===== config.mk =====
export PLATFORM = sky130hd
export DESIGN_NAME = expstate_change_fifo
export DESIGN_NICKNAME = d
export VERILOG_FILES = /design/src/rtl/expstate_pkg.sv /design/src/rtl/expstate_fifo_mem.sv /design/src/rtl/expstate_change_fifo.sv
export SDC_FILE = /design/constraint.sdc
export NUM_CORES = 1
export LEC_CHECK = 0
export CAP_MARGIN = 0
export CORE_MARGIN = 4
export CORE_UTILIZATION = 40
export DETAILED_ROUTE_END_ITERATION = 8
export SLEW_MARGIN = 10
export SYNTH_ARGS = -nofsm -noshare
export SYNTH_HDL_FRONTEND = slang
export SYNTH_SLANG_ARGS = --single-unit

===== constraint.sdc =====
create_clock -name CLK -period 15.8 [get_ports CLK]
set_clock_uncertainty 0.05 [all_clocks]
set_input_delay 3.16 -clock CLK [delete_from_list [all_inputs] [get_ports CLK]]
set_output_delay 3.16 -clock CLK [all_outputs]
set_load 0.02 [all_outputs]

===== src/rtl/expstate_pkg.sv =====
// Shared defaults and width helpers for the exported-state change FIFO.
package expstate_pkg;

    localparam int DATA_WIDTH_DEF = 32;
    localparam int CNT_WIDTH_DEF  = 16;

    // LEVEL must represent 0..DEPTH inclusive, hence one bit above the pointer width.
    function automatic int level_width(input int depth);
        return $clog2(depth) + 1;
    endfunction

endpackage


===== src/rtl/expstate_fifo_mem.sv =====
// DEPTH x DATA_WIDTH register array: synchronous write, asynchronous read.
module expstate_fifo_mem #(
    parameter int DATA_WIDTH = 32,
    parameter int DEPTH      = 8
) (
    input  logic                     clk,
    input  logic                     we,
    input  logic [$clog2(DEPTH)-1:0] waddr,
    input  logic [DATA_WIDTH-1:0]    wdata,
    input  logic [$clog2(DEPTH)-1:0] raddr,
    output logic [DATA_WIDTH-1:0]    rdata
);

    logic [DATA_WIDTH-1:0] mem [DEPTH];

    // Contents are deliberately not reset; the top masks the head while empty.
    always_ff @(posedge clk) begin
        if (we) begin
            mem[waddr] <= wdata;
        end
    end

    assign rdata = mem[raddr];

endmodule


===== src/rtl/expstate_change_fifo.sv =====
// Detects every change of the exported-state bus and queues each new value for a valid/ready consumer.
module expstate_change_fifo
    import expstate_pkg::*;
#(
    parameter int DATA_WIDTH = DATA_WIDTH_DEF,
    parameter int DEPTH      = 8,
    parameter int CNT_WIDTH  = CNT_WIDTH_DEF
) (
    input  logic                          CLK,
    input  logic                          RESET,
    input  logic [DATA_WIDTH-1:0]         TIE_EXPSTATE,
    output logic [DATA_WIDTH-1:0]         OUT_DATA,
    output logic                          OUT_VALID,
    input  logic                          OUT_READY,
    output logic [level_width(DEPTH)-1:0] LEVEL,
    output logic [CNT_WIDTH-1:0]          CHANGE_COUNT,
    output logic [CNT_WIDTH-1:0]          DROP_COUNT,
    output logic                          OVERFLOW,
    input  logic                          CLEAR_OVF
);

    localparam int AW = $clog2(DEPTH);
    localparam int LW = level_width(DEPTH);

    logic [AW-1:0]         rd_ptr;
    logic [AW-1:0]         wr_ptr;
    logic [LW-1:0]         level_q;
    logic                  valid_q;
    logic [DATA_WIDTH-1:0] prev;
    logic [DATA_WIDTH-1:0] head;
    logic                  change;
    logic                  full;
    logic                  pop;
    logic                  push;
    logic                  drop;

    // Handshake: the head transfers at a rising edge where OUT_VALID && OUT_READY; OUT_VALID
    // is a register, so OUT_READY only influences the following edge, and the head holds until taken.
    always_comb begin
        change = (TIE_EXPSTATE != prev);
        full   = (level_q == LW'(DEPTH));
        pop    = valid_q && OUT_READY;
        push   = change && (!full || pop);
        drop   = change && !push;
    end

    always_ff @(posedge CLK or posedge RESET) begin
        if (RESET) begin
            prev         <= '0;
            rd_ptr       <= '0;
            wr_ptr       <= '0;
            level_q      <= '0;
            valid_q      <= 1'b0;
            CHANGE_COUNT <= '0;
            DROP_COUNT   <= '0;
            OVERFLOW     <= 1'b0;
        end else begin
            prev <= TIE_EXPSTATE;
            if (push) begin
                wr_ptr <= wr_ptr + AW'(1);
            end
            if (pop) begin
                rd_ptr <= rd_ptr + AW'(1);
            end
            case ({push, pop})
                2'b10: begin
                    level_q <= level_q + LW'(1);
                    valid_q <= 1'b1;
                end
                2'b01: begin
                    level_q <= level_q - LW'(1);
                    valid_q <= (level_q != LW'(1));
                end
                default: ;
            endcase
            if (change) begin
                CHANGE_COUNT <= CHANGE_COUNT + CNT_WIDTH'(1);
            end
            if (drop && (DROP_COUNT != '1)) begin
                DROP_COUNT <= DROP_COUNT + CNT_WIDTH'(1);
            end
            // A drop at the same edge as a clear keeps the flag set.
            if (drop) begin
                OVERFLOW <= 1'b1;
            end else if (CLEAR_OVF) begin
                OVERFLOW <= 1'b0;
            end
        end
    end

    expstate_fifo_mem #(
        .DATA_WIDTH(DATA_WIDTH),
        .DEPTH     (DEPTH)
    ) u_mem (
        .clk  (CLK),
        .we   (push),
        .waddr(wr_ptr),
        .wdata(TIE_EXPSTATE),
        .raddr(rd_ptr),
        .rdata(head)
    );

    assign OUT_VALID = valid_q;
    assign OUT_DATA  = valid_q ? head : '0;
    assign LEVEL     = level_q;

endmodule


==> summary.txt <==
Detailed routing
  • Drt wl/cell: 21.1 microns
  • DR iter-0 viols: 418
  • Highest metal used: met5
  • Final wirelength: 27000 microns
  • DR vias/cell: 5.08
  • Antenna Nets Post-Route: 0
  • Metal2 WL: 13200 microns
  • Via count: 6497
  • WL met1: 12100 microns
  • Met3 WL: 1360 microns
  • Pre-Repair DR Iteration Count: 5
  • Residual DRC: 0

Global route
  • Largest net degree at the start of global routing: 77
  • Total GRT Usage: 15.2%
  • Vias in the first global route: 7172
  • Gr ovfl total: 0
  • Initial antenna violation count: 1
  • Global-route wire length before repair: 42100 microns

Min path
  • Hold Crit Depth: 1
  • Type of the tightest min-delay check: register to register
  • Hold_sp: CHANGE_COUNT[15]
  • Worst hold endpoint: CHANGE_COUNT[15]

STA
  • Setup-failing EPs final: 0
  • Setup TNS: 0 ns
  • RSZ-0062 raised after global routing: no
  • Slew @ Worst Pin: 1.09 ns
  • Max Fclk: 148 MHz
  • Max-slew violation count: 0
  • Final period util: 42.9%
  • Minimum clock period: 6.77 ns
  • Final Hold Vio Count: 0
  • Worst slew margin: 27.6%

Worst setup path
  • Crit-path max FO: 40
  • FF-to-FF Start: prev[7]
  • Worst r2r path cells: 7
  • Reg-to-reg slack, setup: 12.22 ns
  • WP data required: 12.59 ns
  • Worst path arrival time: 3.56 ns
  • WS Path Type: register to output pin
  • Reg2reg end: u_mem.mem[4][15]
  • CP Capture Type: output pin
  • Crit start category: register

Synth
  • Post-Synthesis Cells: 679
  • Synthesized area: 0.0131 sq mm
  • Post-synth cell types: 44
  • Synth top area share: 58.7%
  • Net Count, Synth: 722
  • Ys async rst share: 22.9%
  • Synth warnings: 0
  • Ys flop type: edfxtp_1
  • Synth area leader: edfxtp_1
  • Flops & latches, synth: 332
  • Cell with the most instances after synthesis: edfxtp_1
  • Seq/Total Area, Yosys: 73.2%
  • Mapped Avg Cell Area: 19.3 sq um
  • Most common library cells after synthesis: edfxtp_1 (256), dfrtp_1 (76), mux4_2 (64), xnor2_1 (53), mux2i_1 (34)
  • EDFF count, synth: 256
  • Synth area leaders: edfxtp_1 (59%), dfrtp_1 (15%), mux4_2 (11%)

Floorplan
  • Die height: 189 microns
  • Initial core utilization: 40.4%
  • # rows: 66
  • Die span in x: 189 microns
  • Io pins: 106
  • Die area: 0.0357 sq mm
  • Core area: 0.0325 sq mm

Clocking
  • Post-CTS Setup Inserts: 0
  • H-tree depth: 2
  • TritonCTS clock tree: built
  • Clock sink total: 332
  • Number of hold buffers added after cts: 0
  • Resize count post-CTS: 0
  • Clock slew at reported path FFs: 0.06 ns
  • Max Root-Sink Buffers: 3
  • Root buf cell: clkbuf_16
  • Clk_lat worst skew: 0.50 ns
  • TritonCTS Buffers: 36

Finish
  • Share of post-route cells with drive strength above 1: 18.5%
  • NumNets Final: 851
  • Syn-to-layout area delta: 22.1%
  • Filler cell count: 2681
  • Ant. Diodes: 0

Run
  • Max_cap viols: 0

Power
  • Pwr/cell area: 193 mW/mm^2
  • Pleak: 0.00552 uW
  • IR drop worst, VDD: 0.0937 mV
  • Design Power: 3090 uW

Run status
  • Outcome: complete, no violations

Place
  • Detailed Place HPWL: 15200 microns
  • Gpl congestion: 0.788
  • IO Port Bufs: 105
-- how the worst max path moves through the flow --
stage,from,slack [ns],end
floorplan,TIE_EXPSTATE[5],7.93,u_mem.mem[7][0]
global route,rd_ptr[0],8.72,OUT_DATA[0]
detailed placement,TIE_EXPSTATE[7],8.78,u_mem.mem[5][19]
finish,rd_ptr[0],9.03,OUT_DATA[31]
global placement,TIE_EXPSTATE[24],8.94,u_mem.mem[4][18]
CTS,rd_ptr[0],8.87,OUT_DATA[0]
-- metrics by stage --
step / std cells / worst slack, ns / hold WS [ns] / util, % / area (sq um)
final: 1278 / 9.03 / 0.419 / 49.3 / 16000
after global routing: 1278 / 8.72 / 0.454 / 49.3 / 16000
after CTS: 1278 / 8.87 / 0.422 / 49.3 / 16000
after detailed placement: 1212 / 8.78 / 0.414 / 45.4 / 14700
after global placement: 1212 / 8.94 / 0.411 / 45.4 / 14700
after floorplan: 679 / 7.93 / 0.473 / - / 13100
-- power breakdown --
part	switching, uW	internal [uW]	total [uW]
Clock	330	548	879
Sequential	93.4	1170	1260
Combinational	503	452	955
-- final cells by class --
type,count,area (sq um),area share [%]
inverters,5,20.0,0.125
clock inverters,17,230,1.44
flip-flops and latches,332,9600,60.0
repair buffers,118,1150,7.18
well taps,442,553,3.46
clock buffers,49,1040,6.51
multi-input cells,315,3410,21.3
-- cells by family (layout without fill, tap and decap cells) --
| logic type | count (synthesis) | count (layout) | synth area share, % |
|---|---|---|---|
| AOI/OAI and AO/OA | 7 | 7 | 0.382 |
| adders and majority gates | 7 | 7 | 0.669 |
| buffers and inverters | 32 | 189 | 1.16 |
| xor gates and xnor gates | 69 | 69 | 4.61 |
| muxes | 101 | 101 | 13.9 |
| DFF | 332 | 332 | 73.2 |
| and+or+nand+nor | 131 | 131 | 6.08 |
-- layout by cell type (no fill, tap or decap), drive strengths merged, types with 19 or more instances in the layout --
cell type / instances
clkdlybuf4s50: 105
mux4: 64
mux2i: 34
nor2b: 32
dfrtp: 76
clkbuf: 49
xnor2: 53
edfxtp: 256
nand2: 19
-- metal layers --
layer | vias up | GRT usage, %
li1 | 2924 | -
met1 | 3366 | 21.2
met2 | 174 | 24.9
met3 | 31 | 3.17
met4 | 2 | 3.20
met5 | - | 0
-- worst max-delay path, stage by stage (launching register included) --
cell	delay, ns
dfrtp_4	0.78
buf_4	0.75
mux4_2	0.60
mux2i_1	0.26
nor2b_1	0.08
clkdlybuf4s50_1	0.55
-- state kept, by name (all words and copies together) (netlist names) --
register,cells
DROP_COUNT,16
CHANGE_COUNT,16
LEVEL,4
wr_ptr,3
prev,32
u_mem.mem,256
rd_ptr,3
OVERFLOW,1
OUT_VALID,1
No activity file was read; power rests on OpenSTA's default activity.
==> patch 1, RTL diff (same flow settings) <==
Make the reset (`RESET`) synchronous in one clocked block. Comments in the files are not updated.
--- a/src/rtl/expstate_change_fifo.sv
+++ b/src/rtl/expstate_change_fifo.sv
@@ -45,5 +45,5 @@
     end
 
-    always_ff @(posedge CLK or posedge RESET) begin
+    always_ff @(posedge CLK) begin
         if (RESET) begin
             prev         <= '0;
Check against the original RTL: differs if RESET is asserted again (counterexample within 4 cycles, from zero or initial values and one cycle with RESET high); with RESET held inactive, the same outputs for 4 cycles.
==> patch 1 against the original RTL <==
- fmax is 2.4% higher
- wire length rose by 2.4%
- synthesized area is 2.1% higher
- critical path type unchanged
- hold slack better by 0.0059 ns
- design area rose by 0.51%
- setup slack improved by 0.16 ns
- synthesized cell count up 18%
- sequential cell count up 3
- critical path depth unchanged
Power is not compared: it rests on default switching activity, and its combinational part moved more than twofold at a synthesized area within 25%.
==> patch 1: results (changes against the original RTL) <==
Parameter                              Value

Status
  Status ... complete, no violations

Worst setup path
  Worst Setup Start Kind ... flop
  Reg-to-reg setup timing slack ... 12.59 ns (+0.37 ns)
  Worst-path fanout max ... 37 (-7.5%)
  Critical R2R Capture ... u_mem.mem[6][25]$_DFFE_PP_
  Slowest cell on crit path ... dfxtp_4
  R2r startpoint ... LEVEL[1]$_SDFFE_PP0P_
  Worst setup path endpoint ... OUT_DATA[18]
  Highest cell delay on the worst timing path ... 0.73 ns (-0.05 ns)

Placement
  Final Wtd Congestion ... 0.7321 (-7.0%)
  Placed cell count ... 1325 (+9.3%)
  Number of input and output port buffers inserted ... 105 (unchanged)
  Post-DP HPWL ... 16520 um (+8.7%)
  Worst slack, placed ... 8.967 ns (+0.1899 ns)

Power
  Static Leakage ... 5.202 nW
  Share of total power consumed by net switching ... 22.07%
  Power drawn by the clock network ... 0.798 mW

Layout
  Final standard cell count with taps included and fillers excluded ... 1391 (+8.8%)
  Final Net Count ... 964 (+13%)
  Fill cell total of the finished layout ... 2790 (+4.1%)
  Layout cell share with drive strength beyond 1 ... 17.49% (-1.0 points)

Yosys
  Post-synthesis sequential area ratio ... 69.30% (-3.9 points)
  Synthesized netlist net count ... 844 (+17%)
  Distinct cell type count after synthesis ... 51 (+16%)
  Async set-reset flop share out of synthesis ... 0% (-23 points)
  Synth warn ... 0 (unchanged)
  Average size of a mapped cell ... 16.70 um2 (-13%)
  Most numerous cell types in the synthesized netlist ... edfxtp_1 (256), dfxtp_1 (79), nor2b_1 (71)
  Cells taking the most area after synthesis ... edfxtp_1 (57%), dfxtp_1 (12%), mux4_2 (11%), nor2b_1 (3.3%), xor2_1 (2.6%)

Drt
  Detailed-routing wirelength on met1 ... 12480 um (+3.3%)
  Number of iterations in the first detailed-routing pass ... 6 (+1)
  Detail Route met3 WL ... 1374 um (+1.4%)
  Initial detailed-routing violation count ... 347 (-17%)
  Average wire per standard cell ... 19.85 um (-6.0%)
  Total via count in the routed design ... 7140 (+9.9%)
  Highest metal layer with signal wires ... met4
  Met2 WL ... 13330 um (+0.96%)

STA
  Final critical delay including setup and external delays ... 6.613 ns (-0.1604 ns)
  Pin slew with the least headroom to its limit ... 1.133 ns (+0.04712 ns)
  WHS ... 0.4253 ns (+0.005932 ns)

Global route
  Met1 Use GR ... 21.16% (-0.082 points)
  Met3 usage ... 3.057% (-0.11 points)
  Initial antenna violation count ... 0 (-1)
  Routing usage on met2 ... 25.11% (+0.17 points)
  First-pass GRT wire length ... 43350 um (+2.9%)
  Pin count of the biggest net entering global routing ... 86 (+12%)
  Total routing usage reported by global routing ... 15.24% (+0.059 points)
  Number of global-route vias before repair ... 7460 (+4.0%)

Clocking
  Post-CTS resize count ... 0 (unchanged)
  Worst-skew pair later-pin latency ... 0.51 ns
  CTS Root Buffer Type ... clkbuf_16
  CTS HTree Levels ... 2 (unchanged)
  Worst-case clock buffer depth ... 3 (unchanged)

Hold path
  Cell count of the worst hold path ... 2 (+1)
  Path class of the lowest-slack min-delay path ... flop to flop
  Worst Min Path Start ... rd_ptr[1]$_SDFFE_PP0P_
-- patch 1: logic make-up (layout without fill, tap and decap cells) --
group | after synthesis | in the layout | share of synthesized area [%]
buffers and inverters | 44 | 192 | 1.571
muxes | 105 | 105 | 13.92
AOI/OAI and AO/OA | 58 | 58 | 2.760
DFF | 335 | 335 | 69.30
adders and majority gates | 7 | 7 | 0.6548
xor gates and xnor gates | 45 | 45 | 2.947
and+or+nand+nor | 207 | 207 | 8.849
-- patch 1: through the flow --
stage | cell area, um2 | power [mW]
floorplan | 13380 | 1.123
global placement | 14950 | 1.197
detailed placement | 14950 | 1.200
CTS | 16080 | 1.998
global route | 16080 | 2.046
finish | 16080 | 1.974
-- patch 1: final cells by class --
cell class / count / area (um2) / share of cell area (%)
flip-flops and latches: 335 / 9275 / 57.68
multi-input cells: 422 / 3945 / 24.53
repair buffers: 120 / 1159 / 7.206
clock buffers: 47 / 973.4 / 6.054
well taps: 442 / 553.0 / 3.439
clock inverters: 19 / 151.4 / 0.9416
inverters: 6 / 22.52 / 0.1401
==> patch 2, RTL diff (config.mk and constraints unchanged) <==
Without the edit above. Set the package constant `DATA_WIDTH_DEF` to 36 (it was 32).
--- a/src/rtl/expstate_pkg.sv
+++ b/src/rtl/expstate_pkg.sv
@@ -2,5 +2,5 @@
 package expstate_pkg;
 
-    localparam int DATA_WIDTH_DEF = 32;
+    localparam int DATA_WIDTH_DEF = 36;
     localparam int CNT_WIDTH_DEF  = 16;
 
Interface: changed (resized OUT_DATA and TIE_EXPSTATE); port bits go from 106 to 114. No check against the original RTL was run, so the function may have changed too.
==> patch 2 against the original RTL <==
- wire length grew 13%
- synthesized area grew 11%
- clock power shrank 4.2%
- setup slack lost 0.18 ns
- sequential cell count grew 36
- design area grew 9.0%
- global-route usage grew 0.42 points
- combinational power grew 9%
- count of clock-buffer cells in the layout grew 17
- power grew 6.8%
==> patch 2: results (changes against the original RTL) <==
Parameter                              Value

Power
  Static Leakage ... 6.054 nW (+9.8%)
  Power drawn by the clock network ... 0.842 mW (-4.2%)
  Power density normalized to cell area ... 189.4 nW/um2 (-2.0%)
  Internal Dissipation ... 2.280 mW (+5.3%)
  Reported sequential group power ... 1.42 mW (+13%)

Global route
  Pin count of the biggest net entering global routing ... 69 (-10%)
  Total routing usage reported by global routing ... 15.60% (+0.42 points)

Drt
  Routed Wire Length ... 30360 um (+13%)
  Detailed-route vias per instance ... 5.262 (+3.5%)
  Number of iterations in the first detailed-routing pass ... 4 (-1)

Yosys
  Distinct cell type count after synthesis ... 45 (+2.3%)
  Cells after synthesis ... 755 (+11%)
  Number of flops mapped to enable cells by yosys ... 288 (+13%)
  Synthesized-area fraction occupied by adder cells ... 0.6032% (-0.065 points)
  Parity-gate share of the synthesized area counting xor and xnor cells ... 4.102% (-0.51 points)
  Compound-gate portion of the synthesized area ... 0.5773% (+0.20 points)
  Cells taking the most area after synthesis ... edfxtp_1 (60%), dfrtp_1 (14%), mux4_2 (11%), xor2_1 (3.0%), mux2i_1 (2.7%)
  Mux cell area share after synthesis ... 14.24% (+0.36 points)
  Post-synthesis sequential area ratio ... 73.35% (+0.14 points)
  Most numerous cell types in the synthesized netlist ... edfxtp_1 (288), dfrtp_1 (80), mux4_2 (72)
  Async set-reset flop share out of synthesis ... 21.74% (-1.2 points)

Placement
  Post-DP HPWL ... 17420 um (+15%)
  Worst slack, placed ... 8.538 ns (-0.2391 ns)
  Final Wtd Congestion ... 0.7039 (-11%)

STA
  WHS ... 0.4164 ns (-0.002888 ns)

Worst setup path
  Highest cell delay on the worst timing path ... 0.91 ns (+0.13 ns)
  R2r startpoint ... prev[13]$_DFF_PP0_
  Worst Reg2Reg Path Length in Cells ... 8 (+1)
  Critical R2R Capture ... u_mem.mem[6][6]$_DFFE_PP_
  Worst path arrival time ... 3.74 ns (+0.18 ns)
  Worst-path fanout max ... 39 (-2.5%)
  Reg-to-reg setup timing slack ... 12.04 ns (-0.18 ns)

Layout
  Layout cell share with drive strength beyond 1 ... 17.46% (-1.1 points)
  Largest registers ... u_mem.mem: 288 flops, prev: 36 flops
  Final Net Count ... 939 (+10%)

Status
  Status ... complete, no violations

Clocking
  Worst-skew pair later-pin latency ... 0.52 ns (+0.02 ns)
  Number of buffers created by CTS ... 39 (+8.3%)
## patch 2: cell count changes in the layout (fill, tap and decap cells not counted), sizes merged, moves of 8 or more
| cell | before | now |
|---|---|---|
| xor2 | 16 | 49 |
| nor3 | 6 | 19 |
| xnor2 | 53 | 19 |
| clkbuf | 49 | 66 |
| edfxtp | 256 | 288 |
| clkdlybuf4s50 | 105 | 113 |
| mux4 | 64 | 72 |
## patch 2: area by class of cell
class                           count  area [um2]
Multi-Input combinational cell    347        3742
Fill cell                        3012       18220
Timing Repair Buffer              130        1259
Clock inverter                      5       55.05
Tap cell                          461       576.8
Inverter                            6       23.77
Clock buffer                       66        1127
Sequential cell                   368       10660
## patch 2: worst max-delay path, delay by kind of cell (launching register included)
family                 cells  cell delay [ns]
DFF                        1             0.91
muxes                      2             0.85
and+or+nand+nor            1             0.08
buffers and inverters      2             1.37
## patch 2: how the worst max path moves through the flow
stage	cells past startpoint	slack (ns)	endpoint	startpoint
after global routing	5	8.53	OUT_DATA[16]	rd_ptr[0]$_DFFE_PP0P_
after detailed placement	9	8.54	u_mem.mem[6][6]$_DFFE_PP_	TIE_EXPSTATE[13]
final	5	8.85	OUT_DATA[34]	rd_ptr[0]$_DFFE_PP0P_
after floorplan	7	7.33	u_mem.mem[2][0]$_DFFE_PP_	OUT_READY
after CTS	5	8.67	OUT_DATA[16]	rd_ptr[0]$_DFFE_PP0P_
after global placement	9	8.64	u_mem.mem[7][6]$_DFFE_PP_	TIE_EXPSTATE[13]
## patch 2: layer usage
layer | vias up | share of wire [%] | GRT usage, %
met2 | 156 | 48 | 25.09
met4 | 2 | 2.0 | 3.875
met5 | - | 0.043 | 0
li1 | 3247 | - | -
met3 | 43 | 5.5 | 3.591
met1 | 3830 | 45 | 21.88
